`src/rtl/pulse_period_decoder.sv`:
```
`default_nettype none
// ============================================================================
// Module      : pulse_period_decoder
// Description : Receive end of the reconfigurable pulse timer. Measures the
//               clock spacing between rising edges of pulseIn, recovers the
//               remote timer's adjust value (period - OFFSET) and reports lock
//               once LOCK_CNT identical measurements arrive back to back.
//               Optional macro PULSE_DECODER_SYNC_EN inserts a two-flop
//               synchronizer on pulseIn (adds 2 cycles of output latency).
// Revision    : 1.0 - initial release
// ============================================================================
module pulse_period_decoder #(
   parameter int ADJ_W    = 8,   // width of recovered adjust value
   parameter int OFFSET   = 3,   // fixed timer overhead, period = adj + OFFSET
   parameter int LOCK_CNT = 4    // identical measurements needed for lock (2..15)
) (
   input  logic             pulseClk,
   input  logic             resetN,
   input  logic             pulseIn,
   output logic [ADJ_W-1:0] adjOut,
   output logic             adjValid,
   output logic             locked,
   output logic             errOut
);

   localparam int            CW        = ADJ_W + 2;
   localparam logic [CW-1:0] CNT_MAX   = '1;
   localparam logic [CW-1:0] CNT_ONE   = CW'(1);
   localparam logic [CW-1:0] P_MIN     = CW'(OFFSET);
   localparam logic [CW-1:0] P_MAX     = CW'(OFFSET + (2 ** ADJ_W) - 1);
   localparam int            MW        = 4;
   localparam logic [MW-1:0] MATCH_TOP = MW'(LOCK_CNT - 1);

   typedef enum logic [0:0] {
      S_IDLE    = 1'b0,
      S_MEASURE = 1'b1
   } state_t;

   // sampled pulse seen by the edge detector
   logic pulse_s;

`ifdef PULSE_DECODER_SYNC_EN
   logic sync1_q, sync1_d;
   logic sync2_q, sync2_d;

   // next values of the two synchronizer stages
   always_comb begin
      sync1_d = pulseIn;
      sync2_d = sync1_q;
   end

   // two-flop synchronizer, cleared on reset so no false edge appears
   always_ff @(posedge pulseClk or negedge resetN) begin
      if (!resetN) begin
         sync1_q <= 1'b0;
         sync2_q <= 1'b0;
      end else begin
         sync1_q <= sync1_d;
         sync2_q <= sync2_d;
      end
   end

   assign pulse_s = sync2_q;
`else
   assign pulse_s = pulseIn;
`endif

   state_t           state_q, state_d;
   logic [CW-1:0]    cnt_q, cnt_d;
   logic [ADJ_W-1:0] adj_q, adj_d;
   logic             valid_q, valid_d;
   logic             err_q, err_d;
   logic             locked_q, locked_d;
   logic [MW-1:0]    match_q, match_d;
   logic             have_prev_q, have_prev_d;
   logic             prev_q, prev_d;

   logic             rise;
   logic             in_range;
   logic [ADJ_W-1:0] meas;

   // a held-high level yields exactly one edge
   assign rise     = pulse_s & ~prev_q;
   assign in_range = (cnt_q >= P_MIN) && (cnt_q <= P_MAX);
   assign meas     = ADJ_W'(cnt_q - P_MIN);

   // measurement state machine, lock tracking and next output values
   always_comb begin
      state_d     = state_q;
      cnt_d       = cnt_q;
      adj_d       = adj_q;
      valid_d     = 1'b0;
      err_d       = 1'b0;
      locked_d    = locked_q;
      match_d     = match_q;
      have_prev_d = have_prev_q;
      prev_d      = pulse_s;

      case (state_q)
         S_IDLE: begin
            cnt_d = '0;
            // first edge only arms the counter; no period exists yet
            if (rise) begin
               cnt_d   = CNT_ONE;
               state_d = S_MEASURE;
            end
         end

         S_MEASURE: begin
            if (rise) begin
               // counter holds clocks since the previous edge
               cnt_d = CNT_ONE;
               if (in_range) begin
                  valid_d     = 1'b1;
                  adj_d       = meas;
                  if (have_prev_q && (meas == adj_q)) begin
                     match_d = (match_q == MATCH_TOP) ? match_q : match_q + 1'b1;
                  end else begin
                     match_d = '0;
                  end
                  locked_d    = (match_d == MATCH_TOP);
                  have_prev_d = 1'b1;
               end else begin
                  err_d       = 1'b1;
                  locked_d    = 1'b0;
                  match_d     = '0;
                  have_prev_d = 1'b0;
               end
            end else if (cnt_q == CNT_MAX) begin
               // no edge for the full counter range: give up and re-arm
               err_d       = 1'b1;
               locked_d    = 1'b0;
               match_d     = '0;
               have_prev_d = 1'b0;
               cnt_d       = '0;
               state_d     = S_IDLE;
            end else begin
               cnt_d = cnt_q + 1'b1;
            end
         end

         default: begin
            state_d = S_IDLE;
            cnt_d   = '0;
         end
      endcase
   end

   // state and output registers; reset discards any partial period
   always_ff @(posedge pulseClk or negedge resetN) begin
      if (!resetN) begin
         state_q     <= S_IDLE;
         cnt_q       <= '0;
         adj_q       <= '0;
         valid_q     <= 1'b0;
         err_q       <= 1'b0;
         locked_q    <= 1'b0;
         match_q     <= '0;
         have_prev_q <= 1'b0;
         prev_q      <= 1'b0;
      end else begin
         state_q     <= state_d;
         cnt_q       <= cnt_d;
         adj_q       <= adj_d;
         valid_q     <= valid_d;
         err_q       <= err_d;
         locked_q    <= locked_d;
         match_q     <= match_d;
         have_prev_q <= have_prev_d;
         prev_q      <= prev_d;
      end
   end

   assign adjOut   = adj_q;
   assign adjValid = valid_q;
   assign locked   = locked_q;
   assign errOut   = err_q;

endmodule
`default_nettype wire

```
`config.mk`:
```
export PLATFORM = sky130hd
export DESIGN_NAME = pulse_period_decoder
export DESIGN_NICKNAME = d
export VERILOG_FILES = /design/src/rtl/pulse_period_decoder.sv
export SDC_FILE = /design/constraint.sdc
export NUM_CORES = 1
export LEC_CHECK = 0
export CAP_MARGIN = 0
export CORE_MARGIN = 2
export CORE_UTILIZATION = 30
export CTS_CLUSTER_DIAMETER = 150
export DETAILED_ROUTE_END_ITERATION = 6
export SLEW_MARGIN = 10
export SYNTH_ARGS = -nofsm -noshare
export SYNTH_HDL_FRONTEND = slang
export SYNTH_SLANG_ARGS = --single-unit
export TNS_END_PERCENT = 20
```
`constraint.sdc`:
```
create_clock -name pulseClk -period 2.61 [get_ports pulseClk]
set_clock_uncertainty 0.15 [all_clocks]
set_input_delay 0.3915 -clock pulseClk [delete_from_list [all_inputs] [get_ports pulseClk]]
set_output_delay 0.3915 -clock pulseClk [all_outputs]
set_load 0.005 [all_outputs]
```
; Word level (Yosys, flattened, before mapping)
; Index checks and enable logic that the tools add are counted.
[totals]
inputBits = 3
ff_bits = 28
out_inout_bits = 11
elab_cells = 53
[classes]
n_bitwise = 3
n_eq_ne = 4
magnitude_cmp = 2
n_addsub = 3
n_reduce_logical = 5
n_mux = 27
[op_table]
columns = cell, n
row1 = 2-to-1 mux 4 bit, 8
row2 = 2-to-1 mux 10 bit, 2
row3 = case mux 10 bit (2 select lines), 1
row4 = 2-to-1 mux 1 bit, 15
row5 = "adder 10 x 1 -> 10 bit, second input constant", 1
row6 = "equality test 10 bit, second input constant", 1
row7 = "greater-or-equal comparator 10 x 2 -> 1 bit, second input constant", 1
row8 = "less-or-equal comparator 10 x 9 -> 1 bit, second input constant", 1
row9 = "equality test 4 x 2 -> 1 bit, second input constant", 2
row10 = equality test 8 bit, 1
row11 = "subtractor 8 x 2 -> 8 bit, second input constant", 1
row12 = "adder 4 x 1 -> 4 bit, second input constant", 1
row13 = AND reduction 3 bit, 1
row14 = logical AND 1 bit, 2
row15 = NOT 1 bit, 2
row16 = case mux 1 bit (2 select lines), 1
row17 = AND reduction 2 bit, 1
row18 = nonzero test 2 bit, 1
row19 = AND 1 bit, 1

; Longest topological paths before layout
[depth]
word_depth = 10
depth_mapped = 9
depth_no_buf = 8

; Worst setup path after synthesis
; OpenSTA, ideal clock, no wires.
[synth_path]
path_type = register to register
from = register cnt_q[1]
to = register locked_q, in the netlist locked
path_slack_ns = 0.398
t_arrival_ns = 1.970
synth_period_minus_slack_ns = 2.212
setup_ns = 0.092
path_stages_with_launch = 9
required_ns = 2.368
n_path_buf = 1
path_cell_list = dfrtp_1 > ha_1 > buf_2 > xnor2_1 > a211o_1 > a211oi_2 > and3_1 > nand4bb_4 > o31ai_2
[synth_via]
elab_chain_len = 10
elab_cells_between_ends = 16
classes_between = 1 x add/sub / 2 x order compare / 3 x eq/ne / 6 x mux / 4 x reduce/logical
[synth_lines]
columns = element, line_no
row1 = start: declaration, 69  ; logic [CW-1:0] cnt_q, cnt_d;
row2 = start signal: assignment, 163  ; cnt_q <= cnt_d;
row3 = subtractor 8 x 2 -> 8 bit, 85  ; assign meas = ADJ_W'(cnt_q - P_MIN);
row4 = equality test 8 bit, 116  ; if (have_prev_q && (meas == adj_q)) begin
row5 = logical AND 1 bit, 116
row6 = 2-to-1 mux 4 bit, 116
row7 = 2-to-1 mux 4 bit, 113  ; if (in_range) begin
row8 = 2-to-1 mux 4 bit, 110  ; if (rise) begin
row9 = 2-to-1 mux 4 bit, 99  ; case (state_q)
row10 = equality test 4 x 2 -> 1 bit, 121  ; locked_d = (match_d == MATCH_TOP);
row11 = 2-to-1 mux 1 bit, 113
row12 = 2-to-1 mux 1 bit, 110
row13 = end signal: assignment, 167  ; locked_q <= locked_d;
row14 = end: declaration, 73  ; logic locked_q, locked_d;
; Parallel ways exist; a longest one is shown, timed or not. The select of a mux whose other input is x is not followed.
; A chain may end at the register's enable or synchronous reset.

; Worst setup path in the final report
[layout_path]
from = register cnt_q[4]
to = register locked_q, in the netlist locked
; The elaborated chain is that of the path after synthesis.

==> results.toml <==
[worst_setup_path]
rr_worst_depth = 6
r2r_start = "cnt_q[4]"
worstPathArrival_ns = 2.46
required_ns = 2.65
end_kind = "register"
r2r-end = "locked"
r2r_slack_ns = 0.19
startpoint_type = "register"
path_max_fanout = 8
worstSetupPathType = "register to register"

[timing]
drv_slew = 0
tightest_slew_ns = 0.472
period_minus_slack_ns = 2.42
layout_worst_path_cycle_share_pct = 92.7
fmax_ghz = 0.413
finalSetupViolations = 0
setup_ws_ns = 0.191
hold_ws_ns = 0.334
setup_tns_ns = 0
slew_headroom_pct = 68.6
hold_viol_final = 0
rsz0062_at_grt = "no"

[power_and_ir_drop]
switching_share_pct = 37.1
p_sw_w = 0.000711
seqPwrFrac_pct = 35.5
combPwrFrac_pct = 50.6
p_leak_nw = 0.877
power_density_nw_per_um2 = 970
peakVddDrop_v = 0.000328
p_int_w = 0.00120
p_total_w = 0.00191
clock_power_share_pct = 13.9

[die]
die_area_um2 = 6310
die_x_um = 79.5
start_util_pct = 31.0
fp.coreArea_um2 = 5510
ios = 14
core.rowCount = 27
die_h_um = 79.5

[clocking]
root_buffer = "clkbuf_8"
postCtsSetupBuffers = 0
insertion_delay_ns = 0.27
cts_tree = "yes"
cts_buffers = 3
cts.hold.buffers_added = 0
post_cts_resized = 0
clock-sinks = 28
clkSlewWorstSetupHoldPaths_ns = 0.09
cts_buffer_depth = 2
htreeDepth = 1

[detailed_routing]
drt_first_pass_iters = 4
ant_nets = 0
drc = 0
drt-initial-drc-count = 48
drt_wl_total_mm = 3.16
viasPerCell = 4.74
via_count = 1217
avgRoutedWirePerCell_um = 12.3

[outcome]
outcome = "complete, no violations"

[finish]
design_area_um2 = 1970
syn2layout_area_growth_pct = 15.5
fillCellCount = 572
drive_above_1_share_pct = 14.1
antennaDiodeCount = 0
nets = 192

[place]
place_area_um2 = 1920
place_ws_ns = 0.192
port_buffers = 13
place_congestion = 0.753
hpwl_mm = 2.43

[synthesis]
ys.flop_type = "dfrtp_1"
synth_top_family_by_area = "simple AND/OR/NAND/NOR gates"
synth_mux_area_share_pct = 3.22
synth_fa_ha_area_share_pct = 2.20
synth_cells = 170
synth_cell_types = 47
ys_ff_latch = 28
synth_edf_count = 0
synth-seq-area-share_pct = 41.0
synth_top_area_cell = "dfrtp_1"
synth_xor_area_share_pct = 12.2
synthTopCellsByArea = "dfrtp_1 41%, xor2_1 6.2%, xnor2_1 5.1%"
synth.top_cell.area_share_pct = 41.0
synthesis.area_um2 = 1710
synthSimpleGateAreaFrac_pct = 22.5
ys_warn_count = 0
synth_compound_gate_area_share_pct = 13.8
synth-async-reset-ratio_pct = 100
synth_fp_nets = 176
synth.avg_cell_area_um2 = 10.0

[global_routing]
grt_pass1_wl_mm = 5.44
track_usage_pct = 10.8
grt_overflow = 0
grt_pass1_vias = 1199
grt_max_degree = 29
antenna_found_initial = 0

[hold_path]
hp-class = "primary input to async pin"

[flow_run]
drv_cap = 0
sequential cells by signal, summed over array words and instances (netlist names):
name         flops
cnt_q           10
adjOut           8
match_q          4
adjValid         1
errOut           1
have_prev_q      1
locked           1
prev_q           1
state_q          1
layer usage:
| metal | GRT usage (%) | vias to the layer above | wire length [um] |
|---|---|---|---|
| met5 | 0 | - | 0 |
| li1 | - | 621 | - |
| met4 | 2.07 | 0 | 17 |
| met1 | 13.6 | 575 | 1540 |
| met2 | 18.7 | 19 | 1500 |
| met3 | 2.94 | 2 | 112 |
power by group through the flow:
| stage | combinational, W | clock [W] | sequential [W] |
|---|---|---|---|
| after floorplan | 0.000722 | 0 | 0.000658 |
| after global placement | 0.000974 | 0 | 0.000690 |
| after detailed placement | 0.000981 | 0 | 0.000690 |
| after CTS | 0.000985 | 0.000282 | 0.000682 |
| after global routing | 0.00108 | 0.000295 | 0.000702 |
| final | 0.000968 | 0.000266 | 0.000680 |
placed cells by master, fill, tap and decap left out, types with 2 or more instances in the layout:
cell,n
dfrtp_1,28
nand2_1,22
nor2_1,15
clkdlybuf4s50_1,13
xor2_1,12
xnor2_1,10
buf_4,8
o21ai_0,7
nand3_1,6
nand2b_1,4
inv_1,4
mux2_2,4
clkbuf_8,4
and3_1,3
a21o_1,3
o2111ai_1,3
ha_1,3
nand4_1,2
nor3_1,2
a211oi_1,2
o21bai_1,2
nand3b_1,2
a21oi_1,2
and2_1,2
cell families (layout without fill, tap and decap cells):
logic type,Yosys count,count (layout)
adder cells (fa/ha/maj),3,3
flip-flops,28,28
XOR/XNOR,23,23
AO/OA/AOI/OAI,29,29
AND/OR/NAND/NOR,68,68
buffers and inverters,14,29
multiplexers,5,5
area by class of cell:
cell class	instances	area (um2)	area share (%)
sequential	28	701	35.5
multi-input combinational	128	922	46.7
timing repair buffer	21	190	9.64
inverter	4	15.0	0.761
clock buffer	4	55.1	2.79
tap	72	90.1	4.57
critical path: stages (launching register included):
cell and delay, ns:
dfrtp_1 0.55, or4_4 0.59, nor3_2 0.13, xnor2_1 0.23, xor2_2 0.29, nand4bb_4 0.15
o31ai_2 0.24
how the worst max path moves through the flow:
stage	from	endpoint	slack, ns	cells after the start
after detailed placement	cnt_q[4]	locked	0.19	6
final	cnt_q[4]	locked	0.19	6
after floorplan	cnt_q[1]	locked	0.40	8
after CTS	cnt_q[4]	locked	0.17	6
after global placement	cnt_q[4]	locked	0.23	6
after global routing	cnt_q[2]	locked	0.06	6
synthesized netlist by cell type (2+ instances only):
master and n:
nor3_1 2, nand2_1 22, o21ai_0 7, nand4_1 2, dfrtp_1 28, a21o_1 3, nand2b_1 4, o21bai_1 2
and2_1 2, mux2_2 4, nand3b_1 2, buf_2 5, nand3_1 6, and3_1 3, a211oi_1 2, o2111ai_1 3
xor2_1 12, nor2_1 15, buf_6 3, ha_1 3, xnor2_1 10, a21oi_1 2, inv_1 4
stage by stage:
| step | instances | utilization [%] |
|---|---|---|
| 6_report | 257 | 35.8 |
| 5_1_grt | 257 | 35.8 |
| 4_1_cts | 257 | 35.8 |
| 3_5_place_dp | 253 | 34.8 |
| 3_3_place_gp | 253 | 34.8 |
| 2_1_floorplan | 170 | - |
Power figures use the tool's default switching activity.
